### src/rtl/enigma_seq.sv
// Sequences one character through NUM_ROT rotor stages, then odometer-steps the rotors.
// Optional stage timeout: define ROT_TIMEOUT_EN.
module enigma_seq #(
    parameter int NUM_ROT = 3,
    parameter int TIMEOUT = 64
) (
    input  logic                   clk,
    input  logic                   reset_n,
    input  logic                   cfg_set,
    input  logic                   in_valid,
    output logic                   in_ready,
    input  logic [7:0]             in_char,
    input  logic                   in_dec,
    output logic                   out_valid,
    input  logic                   out_ready,
    output logic [7:0]             out_char,
    output logic                   out_err,
    output logic                   rot_set,
    output logic [NUM_ROT-1:0]     rot_valid,
    output logic [NUM_ROT-1:0]     rot_en,
    output logic                   rot_dec,
    output logic [7:0]             rot_din,
    input  logic [NUM_ROT-1:0]     rot_done,
    input  logic [8*NUM_ROT-1:0]   rot_dout,
    output logic [2:0]             dbg_state
);
    localparam int SW = (NUM_ROT > 1) ? $clog2(NUM_ROT) : 1;
    localparam logic [SW-1:0] LAST = SW'(NUM_ROT - 1);

    typedef enum logic [2:0] {S_IDLE, S_ISSUE, S_WAIT, S_STEP, S_OUT} state_e;

    state_e                   state_q, state_d;
    logic [SW-1:0]            stage_q, stage_d, last_stage;
    logic [7:0]               char_q, char_d, sel_dout;
    logic                     dec_q, dec_d;
    logic                     rdy_q, rdy_d;
    logic                     sel_done, carry, is_letter;
    logic [NUM_ROT-1:0][4:0]  pos_q, pos_d;
    logic [NUM_ROT-1:0]       en_c;
`ifdef ROT_TIMEOUT_EN
    logic [15:0]              cnt_q, cnt_d;
    logic                     err_q, err_d;
`endif

    always_comb begin
        sel_done = 1'b0;
        sel_dout = 8'd0;
        for (int k = 0; k < NUM_ROT; k++) begin
            if (stage_q == SW'(k)) begin
                sel_done = rot_done[k];
                sel_dout = rot_dout[8*k +: 8];
            end
        end
    end

    assign is_letter  = (in_char >= 8'd65) && (in_char <= 8'd90);
    assign last_stage = dec_q ? {SW{1'b0}} : LAST;

    always_comb begin
        state_d = state_q;
        stage_d = stage_q;
        char_d  = char_q;
        dec_d   = dec_q;
        pos_d   = pos_q;
        en_c    = '0;
        carry   = 1'b1;
`ifdef ROT_TIMEOUT_EN
        cnt_d   = cnt_q;
        err_d   = err_q;
`endif
        case (state_q)
            S_IDLE: begin
                // rdy_q is low only in the first IDLE cycle after reset
                if (rdy_q && cfg_set) begin
                    pos_d = '0;
                end else if (rdy_q && in_valid) begin
                    char_d  = in_char;
                    dec_d   = in_dec;
                    stage_d = in_dec ? LAST : {SW{1'b0}};
                    state_d = is_letter ? S_ISSUE : S_OUT;
`ifdef ROT_TIMEOUT_EN
                    err_d   = 1'b0;
`endif
                end
            end
            S_ISSUE: begin
                state_d = S_WAIT;
`ifdef ROT_TIMEOUT_EN
                cnt_d   = '0;
`endif
            end
            S_WAIT: begin
                if (sel_done) begin
                    char_d = sel_dout;
                    if (stage_q == last_stage) begin
                        state_d = S_STEP;
                    end else begin
                        stage_d = dec_q ? stage_q - 1'b1 : stage_q + 1'b1;
                        state_d = S_ISSUE;
                    end
                end
`ifdef ROT_TIMEOUT_EN
                else if (cnt_q == 16'(TIMEOUT - 1)) begin
                    char_d  = 8'h3F;
                    err_d   = 1'b1;
                    state_d = S_OUT;
                end else begin
                    cnt_d = cnt_q + 16'd1;
                end
`endif
            end
            S_STEP: begin
                // a stage steps only when every lower stage steps and wraps
                for (int k = 0; k < NUM_ROT; k++) begin
                    en_c[k] = carry;
                    if (carry) begin
                        pos_d[k] = (pos_q[k] == 5'd25) ? 5'd0 : pos_q[k] + 5'd1;
                    end
                    carry = carry && (pos_q[k] == 5'd25);
                end
                state_d = S_OUT;
            end
            S_OUT: begin
                if (out_ready) begin
                    state_d = S_IDLE;
                end
            end
            default: state_d = S_IDLE;
        endcase
        rdy_d = (state_d == S_IDLE);
    end

    always_ff @(posedge clk or negedge reset_n) begin
        if (!reset_n) begin
            state_q <= S_IDLE;
            stage_q <= '0;
            char_q  <= 8'd0;
            dec_q   <= 1'b0;
            rdy_q   <= 1'b0;
            pos_q   <= '0;
`ifdef ROT_TIMEOUT_EN
            cnt_q   <= '0;
            err_q   <= 1'b0;
`endif
        end else begin
            state_q <= state_d;
            stage_q <= stage_d;
            char_q  <= char_d;
            dec_q   <= dec_d;
            rdy_q   <= rdy_d;
            pos_q   <= pos_d;
`ifdef ROT_TIMEOUT_EN
            cnt_q   <= cnt_d;
            err_q   <= err_d;
`endif
        end
    end

    assign in_ready  = rdy_q & ~cfg_set;
    assign rot_set   = rdy_q & cfg_set;
    assign out_valid = (state_q == S_OUT);
    assign out_char  = char_q;
    assign rot_valid = (state_q == S_ISSUE) ? (NUM_ROT'(1) << stage_q) : '0;
    assign rot_en    = en_c;
    assign rot_dec   = dec_q;
    assign rot_din   = char_q;
    assign dbg_state = state_q;
`ifdef ROT_TIMEOUT_EN
    assign out_err   = err_q;
`else
    assign out_err   = 1'b0;
`endif
endmodule

### config.mk
export PLATFORM = sky130hd
export DESIGN_NAME = enigma_seq
export DESIGN_NICKNAME = d
export VERILOG_FILES = /design/src/rtl/enigma_seq.sv
export SDC_FILE = /design/constraint.sdc
export NUM_CORES = 1
export LEC_CHECK = 0
export CAP_MARGIN = 20
export CELL_PAD_IN_SITES_DETAIL_PLACEMENT = 1
export CELL_PAD_IN_SITES_GLOBAL_PLACEMENT = 1
export CORE_MARGIN = 2
export CORE_UTILIZATION = 33
export DETAILED_ROUTE_END_ITERATION = 6
export PLACE_DENSITY_LB_ADDON = 0.1
export SETUP_SLACK_MARGIN = 0.02
export SYNTH_ARGS = -nofsm -noshare
export SYNTH_HDL_FRONTEND = slang
export SYNTH_SLANG_ARGS = --single-unit
### constraint.sdc
create_clock -name clk -period 5.2 [get_ports clk]
set_clock_uncertainty 0.15 [all_clocks]
set_input_delay 1.56 -clock clk [delete_from_list [all_inputs] [get_ports clk]]
set_output_delay 1.56 -clock clk [all_outputs]
set_load 0.03 [all_outputs]
# == Word-level counts from Yosys, hierarchy flattened ==
# Cells that the tools add are included.
# totals
ff_bits,30
elab_cells,86
out_inout_bits,30
# op_classes
add_sub_neg,5
eq_ne,17
shifts,1
order_cmp,2
n_mux,34
bitwise_logic,4
reduce_logical,15
# op_table
cell,n
$mux 8,6
$pmux 15 s2,1
$mux 5,5
$mux 3,7
$mux 2,8
$pmux 8 s2,1
$add 5x1->5 const B,3
$eq 5x5->1 const B,3
$mux 15,1
$pmux 3 s5,1
$ne 2x2->1 const B,7
$reduce_and 3->1,3
$ge 8x7->1 const B,1
$le 8x7->1 const B,1
$eq 3x2->1 const B,2
$logic_not 3->1,2
$reduce_and 5->1,1
$logic_and 1x1->1,4
$pmux 2 s2,1
$reduce_and 4->1,1
$reduce_bool 2->1,2
$eq 3x1->1 const B,1
$eq 3x3->1 const B,1
$mux 1,3
other kinds (10),12

# == Longest topological paths before layout ==
# Gate-level depths: netlist of run 1.
# depth
ltp_word,7
mapped_depth,8
depth_no_buf,6

# == Worst setup path before layout of run 1 ==
# Ideal clock, no wire load.
# synth_path
path_type,input -> output
start,input port cfg_set
end,output port in_ready
n_path_buf,0
cell_stages,1
t_arrival_ns,1.992
required_time_ns,3.490
slack_ns,1.498
cell_sequence,nor2b_1
# synth_via
elab_chain_len,2
# synth_rtl
item,line,source
start: declaration,9,"input logic cfg_set,"
$not 1->1,159,assign in_ready = rdy_q & ~cfg_set;
$and 1x1->1,159,
end: declaration,11,"output logic in_ready,"
# No other way between the ends.

# == Worst setup path after layout of run 1 ==
# layout_path
start,input port cfg_set
end,output port rot_set
# layout_via
elab_chain_len,1
# layout_rtl
item,line,source
$and 1x1->1,160,assign rot_set = rdy_q & cfg_set;
end: declaration,18,"output logic rot_set,"
# No other way between the ends.

==> results by group, run 1 <==
Outcome
  – Outcome: complete, no violations

Flow run
  – Max-cap violations: 0

STA
  – Slew @ Worst Pin: ~600 ps
  – Max_slew headroom: around 60%
  – Max Slew Vio Count: 0
  – Fin Hold WS: slightly below 400 ps
  – Final setup viols: 0
  – Minimum clock period: ~4600 ps
  – Final Hold Vio Count: 0
  – Final worst path period share: between 80% and 90%
  – Final TNS setup: 0 ps
  – RSZ-0062 raised after global routing: no
  – Max Clk Rate: around 0.22 GHz

Clock tree
  – Postcts setup bufs: 0
  – CTS buffer count: 3
  – Clock transition at path regs: approximately 80 ps
  – Clock Path Buffers: 2
  – Post_cts resized: 0
  – Hold buffers post-CTS: 0
  – CTS H-tree depth: 1
  – Root Driver: clkbuf_8
  – Clock insertion delay at the later pin of the skew report: 270 ps
  – Clock sinks: 25
  – CTS tree: built

Yosys
  – Top post-synthesis cells by area: dfrtp_1 (36%), mux2_4 (7.0%), o21ai_0 (6.1%)
  – Syn Std Cell Area: approximately 0.0017 sq mm
  – Share of the synthesized area in the top cell type: 36.5%
  – Avg Synthesized Cell Area: ~9.1 sq um
  – Sequential element share of the synthesized area: 36.5%
  – Yosys Warn Count: 0
  – Syn nets: between 200 and 250
  – Yosys cell types: 40
  – Mapped Cells: roughly 190
  – Commonest cells post-synth: dfrtp_1 (25), o21ai_0 (21), inv_1 (17), nand2_1 (10), o22ai_1 (10)
  – EDFF count, synth: 0
  – Fraction of registers with async set/reset: between 90% and 100%
  – Most frequent cell after synthesis: dfrtp_1
  – Synthesized flop and latch total: 25
  – Main flop type after synthesis: dfrtp_1
  – Largest area contributor in the netlist: dfrtp_1

Floorplanning
  – Row count: 26
  – Die Wd: around 76 um
  – Core ar.: ~0.0051 sq mm
  – IO Count: a little over 70
  – Starting Density: 33.8%
  – Die Ht: roughly 76 um
  – DIE AREA: 0.00579 sq mm

Critical path
  – Max stage delay on crit path: around 670 ps
  – Reg2reg end: out_char[2]
  – Most used cell, CP: clkdlybuf4s50_1
  – R2R cell count: 6
  – Worst r2r src: stage_q[0]
  – CP max stage cell: clkdlybuf4s50_1
  – Arr. time, crit path: roughly 2900 ps
  – Worst-path cell chain: clkdlybuf4s50_1, and2_1, clkdlybuf4s50_1
  – Worst Setup EP: rot_set
  – Worst endpoint required time: between 3000 and 4000 ps
  – Crit-path max FO: 4
  – Worst setup path startpoint: cfg_set
  – CP Capture Type: primary output
  – Crit path launch type: input port
  – R2r setup slk: about 2500 ps
  – Crit Path Category: input port to primary output

Cells and area
  – Final nets: around 290
  – Design area: between 0.002 and 0.0025 sq mm
  – Fillers: 588
  – P&R area growth vs syn: 41.8%
  – Number of diodes: 0
  – Layout cells sized above 1: 6.12%

Power
  – Power per cell area: 502 mW/mm^2
  – Leakage power: roughly 1.0 nW
  – Peak supply drop: about 0.30 mV

Route
  – Routed wire per std cell: about 15 um
  – Initial DRC Count: 37
  – Vias/cell: 5.05
  – DR pass1 iterations: 4
  – DRC viols: 0
  – DRT Wirelength: between 4000 and 5000 um
  – Via count: ~1600
  – Remaining antenna violation count: 0

Global route
  – Total global-route track usage: ~17%
  – Largest net degree at the start of global routing: 26
  – Initial antenna violation count: 0
  – Vias in the first global route: 1675
  – Gr ovfl total: 0
  – First-pass GRT wire length: 8210 um

Placement
  – Gpl congestion: 0.808
  – DP HPWL: 3820 um
  – I/O Buffers: between 60 and 70
  – Cell Area, Placed: 0.00239 sq mm

Hold path
  – Hold Crit Class: flop to flop
==> worst min-delay path by stage <==
stage / startpoint / endpoint / slack (ps) / cells past startpoint
after global routing: out_char[2] / out_char[2] / 430 / 1
after floorplan: pos_q[9] / pos_q[9] / 330 / 2
after global placement: out_char[2] / out_char[2] / 370 / 1
after detailed placement: out_char[0] / out_char[0] / 380 / 1
final: pos_q[9] / pos_q[9] / 400 / 2
after CTS: pos_q[9] / pos_q[9] / 410 / 2
==> metrics by stage <==
step	setup slack (ps)	total power, W	instances	utilization (%)
after floorplan	1500	0.000878	188	-
after global placement	637	0.00111	311	47.0
after detailed placement	557	0.00112	311	47.0
after CTS	557	0.00124	315	47.9
after global routing	538	0.00131	315	47.9
final	576	0.00122	315	47.9
==> critical path: cells and delay by family <==
family	cells	cell delay [ps]
AND/OR/NAND/NOR	1	160
buffers and inverters	2	1200
==> registers in the layout, indices dropped and copies added, names as in the netlist <==
name	count
stage_q	2
rdy_q	1
dbg_state	3
out_char	8
pos_q	10
rot_dec	1
==> kinds of logic after synthesis <==
| logic type | count (synthesis) | synth area share (%) |
|---|---|---|
| buffers and inverters | 35 | 10.8 |
| AO/OA/AOI/OAI | 57 | 20.9 |
| adder cells (fa/ha/maj) | 7 | 5.11 |
| XOR/XNOR | 3 | 1.53 |
| flip-flops | 25 | 36.5 |
| other | 1 | 0.219 |
| AND/OR/NAND/NOR | 50 | 16.6 |
| multiplexers | 10 | 8.25 |
==> layout by cell type, fill, tap and decap left out, types with 4 or more instances in the layout <==
| master | count |
|---|---|
| a21oi_1 | 5 |
| a221oi_1 | 8 |
| clkdlybuf4s50_1 | 69 |
| dfrtp_1 | 25 |
| ha_1 | 7 |
| inv_1 | 17 |
| mux2_4 | 8 |
| nand2_1 | 10 |
| nand3_1 | 4 |
| nand3b_1 | 4 |
| nor2_1 | 6 |
| nor3_1 | 5 |
| o21ai_0 | 21 |
| o22ai_1 | 10 |
==> layer usage <==
| metal | share of wire, % | vias up | track usage (%) | wire [um] |
|---|---|---|---|---|
| met5 | 0 | - | 0 | 0 |
| met4 | 0.48 | 0 | 3.82 | 23 |
| met3 | 4.9 | 2 | 3.55 | 232 |
| met2 | 50 | 38 | 30.4 | 2400 |
| met1 | 44 | 771 | 21.7 | 2120 |
| li1 | - | 781 | - | - |
==> report_power, final <==
part	internal (W)	total, W	switching, W
clock network	0.0000547	0.000116	0.0000609
logic	0.000359	0.000773	0.000414
registers	0.000251	0.000333	0.0000819
==> cell type report <==
class / count / area [sq um] / share of cell area [%]
Timing Repair Buffer: 71 / 706 / 29.0
Sequential cell: 25 / 626 / 25.7
Inverter: 17 / 63.8 / 2.62
Multi-Input combinational cell: 128 / 903 / 37.2
Tap cell: 70 / 87.6 / 3.60
Clock buffer: 4 / 45.0 / 1.85
No activity file was read; power rests on OpenSTA's default activity.
==> run 2, diff against run 1 <==
--- a/config.mk
+++ b/config.mk
@@ -8,7 +8,6 @@
 export CAP_MARGIN = 20
 export CELL_PAD_IN_SITES_DETAIL_PLACEMENT = 1
 export CELL_PAD_IN_SITES_GLOBAL_PLACEMENT = 1
-export CORE_MARGIN = 2
 export CORE_UTILIZATION = 33
 export DETAILED_ROUTE_END_ITERATION = 6
 export PLACE_DENSITY_LB_ADDON = 0.1
==> results by group, run 2 (synthesis results as in run 1) <==
Power
  – Power per cell area: 504 mW/mm^2 (was 502 mW/mm^2)
  – Clock Power Share: 9.6% (was 9.5%)
  – Sw Ratio: 45.8% (was 45.6%)
  – Switching Power: 0.000561 W (was 0.000557 W)
  – Gate power share: 63.3% (about the same)
  – Internal Power: 0.000664 W (about the same)
  – Sequential power share: 27.1% (was 27.3%)
  – Peak supply drop: 0.197 mV (was 0.305 mV)
  – Leakage power: 1.02 nW (about the same)

Cells and area
  – Final nets: 294 (unchanged)
  – Number of diodes: 0 (unchanged)
  – Largest register FFs: 10 (unchanged)
  – Biggest register: pos_q (unchanged)
  – P&R area growth vs syn: 41.8% (unchanged)
  – Most frequent cells in the layout: clkdlybuf4s50_1 (69), dfrtp_1 (25), o21ai_0 (21) (unchanged)
  – Commonest non-fill, non-tap cell in the layout: clkdlybuf4s50_1 (unchanged)
  – Layout cells sized above 1: 6.53% (was 6.12%)

Critical path
  – CP Capture Type: primary output (unchanged)
  – Max stage delay on crit path: 660 ps (was 670 ps)
  – Worst path bufs/invs: 2 (unchanged)
  – Crit Path Category: input port to primary output (unchanged)
  – Most used cell, CP: clkdlybuf4s50_1 (unchanged)
  – CP delay by family, top: buffers and inverters (unchanged)
  – CP max stage cell: clkdlybuf4s50_1 (unchanged)
  – Worst endpoint required time: 3490 ps (about the same)
  – Arr. time, crit path: 2890 ps (was 2910 ps)
  – Worst-path cell chain: clkdlybuf4s50_1, and2_1, clkdlybuf4s50_1 (unchanged)
  – Crit path launch type: input port (unchanged)
  – Crit-path max FO: 4 (unchanged)

STA
  – Final TNS setup: 0 ps (unchanged)
  – RSZ-0062 raised after global routing: no (unchanged)
  – Max Slew Vio Count: 0 (unchanged)
  – Slew @ Worst Pin: 627 ps (was 602 ps)
  – Max Clk Rate: 0.218 GHz (was 0.216 GHz)
  – Final setup viols: 0 (unchanged)
  – Max_slew headroom: 58.1% (was 59.8%)
  – Final worst slack: 605 ps (was 576 ps)
  – Fin Hold WS: 394 ps (was 398 ps)
  – Final Hold Vio Count: 0 (unchanged)
  – Minimum clock period: 4600 ps (was 4620 ps)
  – Final worst path period share: 88.4% (was 88.9%)

Floorplanning
  – Die Wd: 74.1 um (was 76.1 um)
  – IO Count: 71 (unchanged)
  – Row count: 25 (was 26)
  – Core ar.: 0.00485 sq mm (was 0.00507 sq mm)
  – Die Ht: 74.1 um (was 76.1 um)
  – DIE AREA: 0.00549 sq mm (was 0.00579 sq mm)
  – Starting Density: 35.4% (was 33.8%)

Clock tree
  – Root Driver: clkbuf_8 (unchanged)
  – Hold buffers post-CTS: 0 (unchanged)
  – CTS H-tree depth: 1 (unchanged)
  – CTS buffer count: 3 (unchanged)
  – Clock sinks: 25 (unchanged)
  – Clock transition at path regs: 90 ps (was 80 ps)
  – Clock insertion delay at the later pin of the skew report: 270 ps (about the same)
  – Post_cts resized: 0 (unchanged)
  – CTS tree: built (unchanged)
  – Postcts setup bufs: 0 (unchanged)
  – Clock Path Buffers: 2 (unchanged)

Global route
  – Gr ovfl total: 0 (unchanged)
  – First-pass GRT wire length: 7590 um (was 8210 um)
  – Total global-route track usage: 18.2% (was 17.2%)
  – Largest net degree at the start of global routing: 26 (unchanged)
  – Vias in the first global route: 1518 (was 1675)
  – Initial antenna violation count: 0 (unchanged)

Route
  – DRC viols: 0 (unchanged)
  – Remaining antenna violation count: 0 (unchanged)
  – Via count: 1589 (was 1592)
  – Vias/cell: 5.09 (was 5.05)
  – DRT Wirelength: 4850 um (was 4780 um)
  – DR pass1 iterations: 4 (unchanged)
  – Routed wire per std cell: 15.5 um (was 15.2 um)
  – Initial DRC Count: 27 (was 37)

Flow run
  – Max-cap violations: 0 (unchanged)

Outcome
  – Outcome: complete, no violations (unchanged)

Placement
  – Gpl congestion: 0.759 (was 0.808)
  – DP HPWL: 3720 um (was 3820 um)
  – I/O Buffers: 69 (unchanged)
  – Pre-CTS setup slack: 610 ps (was 557 ps)

Hold path
  – Hold Crit Class: flop to flop (unchanged)
-- run 2: cell count changes in the layout (fill, tap and decap cells not counted) --
cell        change
clkbuf_1        -1
clkinvlp_4      +1
-- run 2: worst paths after layout --
kind / startpoint / cells after the start / slack, ps / end
max: cfg_set / 3 / 600 / rot_set
min: out_char[4] / 1 / 390 / out_char[4]
max reg2reg: stage_q[0] / 6 / 2460 / out_char[2]
min reg2reg: out_char[4] / 1 / 390 / out_char[4]
max in group asynchronous: reset_n / 2 / 3150 / out_char[1]
min in group asynchronous: reset_n / 2 / 1490 / pos_q[8]
-- run 2: per-layer routing --
layer | vias up | global-route usage [%] | part of all wire [%]
li1 | 780 | - | -
met1 | 770 | 25.5 | 49
met2 | 35 | 28.5 | 46
met3 | 4 | 2.71 | 4.3
met4 | 0 | 6.20 | 1.1
met5 | - | 0 | 0
-- run 2: cell type report --
cell class                 instances  area, sq um
sequential                        25          626
tap                               67         83.8
timing repair buffer              71          706
inverter                          17         63.8
clock buffer                       3         41.3
clock inverter                     1         7.51
multi-input combinational        128          903
fill                             582         2420
-- run 2: power groups by stage --
stage	Sequential (W)	Clock, W	Combinational [W]
finish	0.000332	0.000118	0.000775
global route	0.000343	0.000130	0.000834
floorplan	0.000386	0	0.000492
global placement	0.000330	0	0.000774
detailed placement	0.000337	0	0.000778
CTS	0.000333	0.000124	0.000784
-- run 2: per-stage QoR --
stage               total power (W)  util (%)  instance area (sq um)  cells
floorplan                  0.000878         -                   1710    188
global placement            0.00110      49.1                   2380    308
detailed placement          0.00111      49.1                   2380    308
CTS                         0.00124      50.1                   2430    312
global route                0.00131      50.1                   2430    312
finish                      0.00122      50.1                   2430    312
-- run 2: worst register-to-register path: stages, from the launching register on --
cell and delay [ps]:
dfrtp_1 440, inv_1 100, ha_1 390, inv_1 260, o2bb2ai_1 410, o21a_1 540
mux2_4 350
==> run 3, diff against run 2 <==
--- a/config.mk
+++ b/config.mk
@@ -10,7 +10,8 @@
 export CELL_PAD_IN_SITES_GLOBAL_PLACEMENT = 1
 export CORE_UTILIZATION = 33
 export DETAILED_ROUTE_END_ITERATION = 6
-export PLACE_DENSITY_LB_ADDON = 0.1
+export PLACE_DENSITY = 0.92
+export RECOVER_POWER = 50
 export SETUP_SLACK_MARGIN = 0.02
 export SYNTH_ARGS = -nofsm -noshare
 export SYNTH_HDL_FRONTEND = slang
==> results by group, run 3 (synthesis results as in run 1) <==
Floorplanning
  – Die Wd: 74.1 um (unchanged)
  – Die Ht: 74.1 um (unchanged)
  – IO Count: 71 (unchanged)
  – DIE AREA: 0.00549 sq mm (unchanged)
  – Row count: 25 (unchanged)
  – Starting Density: 35.4% (unchanged)
  – Core ar.: 0.00485 sq mm (unchanged)

Clock tree
  – Postcts setup bufs: 0 (unchanged)
  – Clock insertion delay at the later pin of the skew report: 270 ps (about the same)
  – Root Driver: clkbuf_8 (unchanged)
  – Hold buffers post-CTS: 0 (unchanged)
  – CTS tree: built (unchanged)
  – CTS H-tree depth: 1 (unchanged)
  – Clock sinks: 25 (unchanged)
  – Clock Path Buffers: 2 (unchanged)
  – CTS buffer count: 3 (unchanged)
  – Post_cts resized: 0 (unchanged)
  – Clock transition at path regs: 90 ps (about the same)

Cells and area
  – Number of diodes: 0 (unchanged)
  – Largest register FFs: 10 (unchanged)
  – FF+latch area: 626 sq um (unchanged)
  – Layout cells sized above 1: 6.10% (was 6.53%)
  – Final nets: 295 (was 294)
  – Commonest non-fill, non-tap cell in the layout: clkdlybuf4s50_1 (unchanged)
  – Biggest register: pos_q (unchanged)
  – P&R area growth vs syn: 41.5% (was 41.8%)
  – Fillers: 563 (was 582)
  – Area of the multi-input gates: 900 sq um (was 903 sq um)
  – Most frequent cells in the layout: clkdlybuf4s50_1 (63), dfrtp_1 (25), o21ai_0 (22) (was clkdlybuf4s50_1 (69), dfrtp_1 (25), o21ai_0 (21))
  – Design area: 0.00243 sq mm (about the same)

Route
  – DRT Wirelength: 5390 um (was 4850 um)
  – Via count: 1672 (was 1589)
  – Remaining antenna violation count: 0 (unchanged)
  – Met3 WL: 215 um (was 207 um)
  – Initial DRC Count: 64 (was 27)
  – Top routing layer used: met4 (unchanged)
  – Metal-1 WL: 2160 um (was 2360 um)
  – DR WL met2: 2820 um (was 2230 um)
  – DR pass1 iterations: 4 (unchanged)
  – DRC viols: 0 (unchanged)
  – Routed wire per std cell: 17.2 um (was 15.5 um)
  – Vias/cell: 5.34 (was 5.09)

Placement
  – Pre-CTS setup slack: 635 ps (was 610 ps)
  – DP HPWL: 4290 um (was 3720 um)
  – Cell Area, Placed: 0.00238 sq mm (unchanged)
  – Gpl congestion: 0.792 (was 0.759)
  – I/O Buffers: 69 (unchanged)

Critical path
  – CP Capture Type: primary output (unchanged)
  – Max stage delay on crit path: 660 ps (about the same)
  – Reg2reg end: out_char[2] (unchanged)
  – Arr. time, crit path: 2940 ps (was 2890 ps)
  – Crit path launch type: input port (unchanged)
  – Crit Path Category: input port to primary output (unchanged)
  – Crit-path max FO: 4 (unchanged)
  – R2R cell count: 6 (unchanged)
  – Worst r2r src: stage_q[0] (unchanged)
  – CP max stage cell: clkdlybuf4s50_1 (unchanged)
  – R2r setup slk: 2420 ps (was 2460 ps)
  – Worst-path cell chain: dlygate4sd3_1, and2_1, clkdlybuf4s50_1 (was clkdlybuf4s50_1, and2_1, clkdlybuf4s50_1)
  – Worst setup path startpoint: cfg_set (unchanged)
  – Worst endpoint required time: 3490 ps (about the same)
  – Worst Setup EP: rot_set (unchanged)

STA
  – Final worst path period share: 89.4% (was 88.4%)
  – RSZ-0062 raised after global routing: no (unchanged)
  – Max_slew headroom: 7.29% (was 58.1%)
  – Minimum clock period: 4650 ps (was 4600 ps)
  – Max Clk Rate: 0.215 GHz (was 0.218 GHz)
  – Slew @ Worst Pin: 1390 ps (was 627 ps)
  – Max Slew Vio Count: 0 (unchanged)
  – Final setup viols: 0 (unchanged)
  – Final TNS setup: 0 ps (unchanged)
  – Final Hold Vio Count: 0 (unchanged)
  – Fin Hold WS: 386 ps (was 394 ps)
  – Final worst slack: 550 ps (was 605 ps)

Global route
  – Vias in the first global route: 1763 (was 1518)
  – Total global-route track usage: 20.3% (was 18.2%)
  – Largest net degree at the start of global routing: 26 (unchanged)
  – Initial antenna violation count: 0 (unchanged)
  – Gr ovfl total: 0 (unchanged)
  – First-pass GRT wire length: 8560 um (was 7590 um)

Power
  – Sw Ratio: 46.8% (was 45.8%)
  – Power per cell area: 510 mW/mm^2 (was 504 mW/mm^2)
  – Gate power share: 64.8% (was 63.3%)
  – Clock Power Share: 9.7% (was 9.6%)
  – Sequential power share: 25.5% (was 27.1%)
  – Switching Power: 0.000579 W (was 0.000561 W)
  – Peak supply drop: 0.268 mV (was 0.197 mV)
  – Leakage power: 1.03 nW (was 1.02 nW)
  – Internal Power: 0.000659 W (was 0.000664 W)

Flow run
  – Max-cap violations: 0 (unchanged)

Hold path
  – Hold Crit Class: flop to flop (unchanged)

Outcome
  – Outcome: complete, no violations (unchanged)
[run 3: cell types whose count changed in the layout (fill, tap and decap cells not counted)]
cell / previous run / this run
or4_4: 1 / 0
o21ai_0: 21 / 22
buf_4: 2 / 1
clkdlybuf4s50_1: 69 / 63
or4_1: 1 / 2
o21ai_1: 2 / 1
clkbuf_1: 0 / 1
clkinvlp_4: 1 / 0
dlygate4sd3_1: 0 / 6
clkinv_2: 0 / 1
clkbuf_2: 0 / 1
[run 3: cell type report]
cell class,count,area share (%)
Clock buffer,3,1.70
Clock inverter,1,0.206
Inverter,17,2.63
Multi-Input combinational cell,128,37.1
Sequential cell,25,25.8
Tap cell,67,3.46
Timing Repair Buffer,72,29.1
[run 3: how the worst min path moves through the flow]
stage,cells past startpoint,start,slack [ps],end
after floorplan,2,pos_q[9],330,pos_q[9]
after global placement,2,pos_q[9],360,pos_q[9]
after detailed placement,1,pos_q[8],380,pos_q[8]
after CTS,1,out_char[4],400,out_char[4]
after global routing,1,out_char[4],420,out_char[4]
final,1,out_char[4],390,out_char[4]
[run 3: worst max-delay path, delay by kind of cell]
family	cells	cell delay, ps
simple gates	1	140
buf+inv	2	1250
[run 3: power groups by stage]
stage	combinational, W	clock (W)	sequential (W)
2_1_floorplan	0.000492	0	0.000386
3_3_place_gp	0.000780	0	0.000315
3_5_place_dp	0.000809	0	0.000320
4_1_cts	0.000812	0.000124	0.000317
5_1_grt	0.000860	0.000130	0.000326
6_report	0.000803	0.000120	0.000315
[run 3: stage by stage]
stage / total power (W) / std cells / util (%)
floorplan: 0.000878 / 188 / -
global placement: 0.00110 / 308 / 49.1
detailed placement: 0.00113 / 308 / 49.1
CTS: 0.00125 / 312 / 50.1
global route: 0.00132 / 313 / 50.0
finish: 0.00124 / 313 / 50.0
[run 3: metal layers]
| metal | vias up | global-route usage, % |
|---|---|---|
| met5 | - | 0 |
| met4 | 0 | 10.9 |
| met3 | 16 | 3.25 |
| met2 | 53 | 36.3 |
| met1 | 822 | 23.3 |
| li1 | 781 | - |
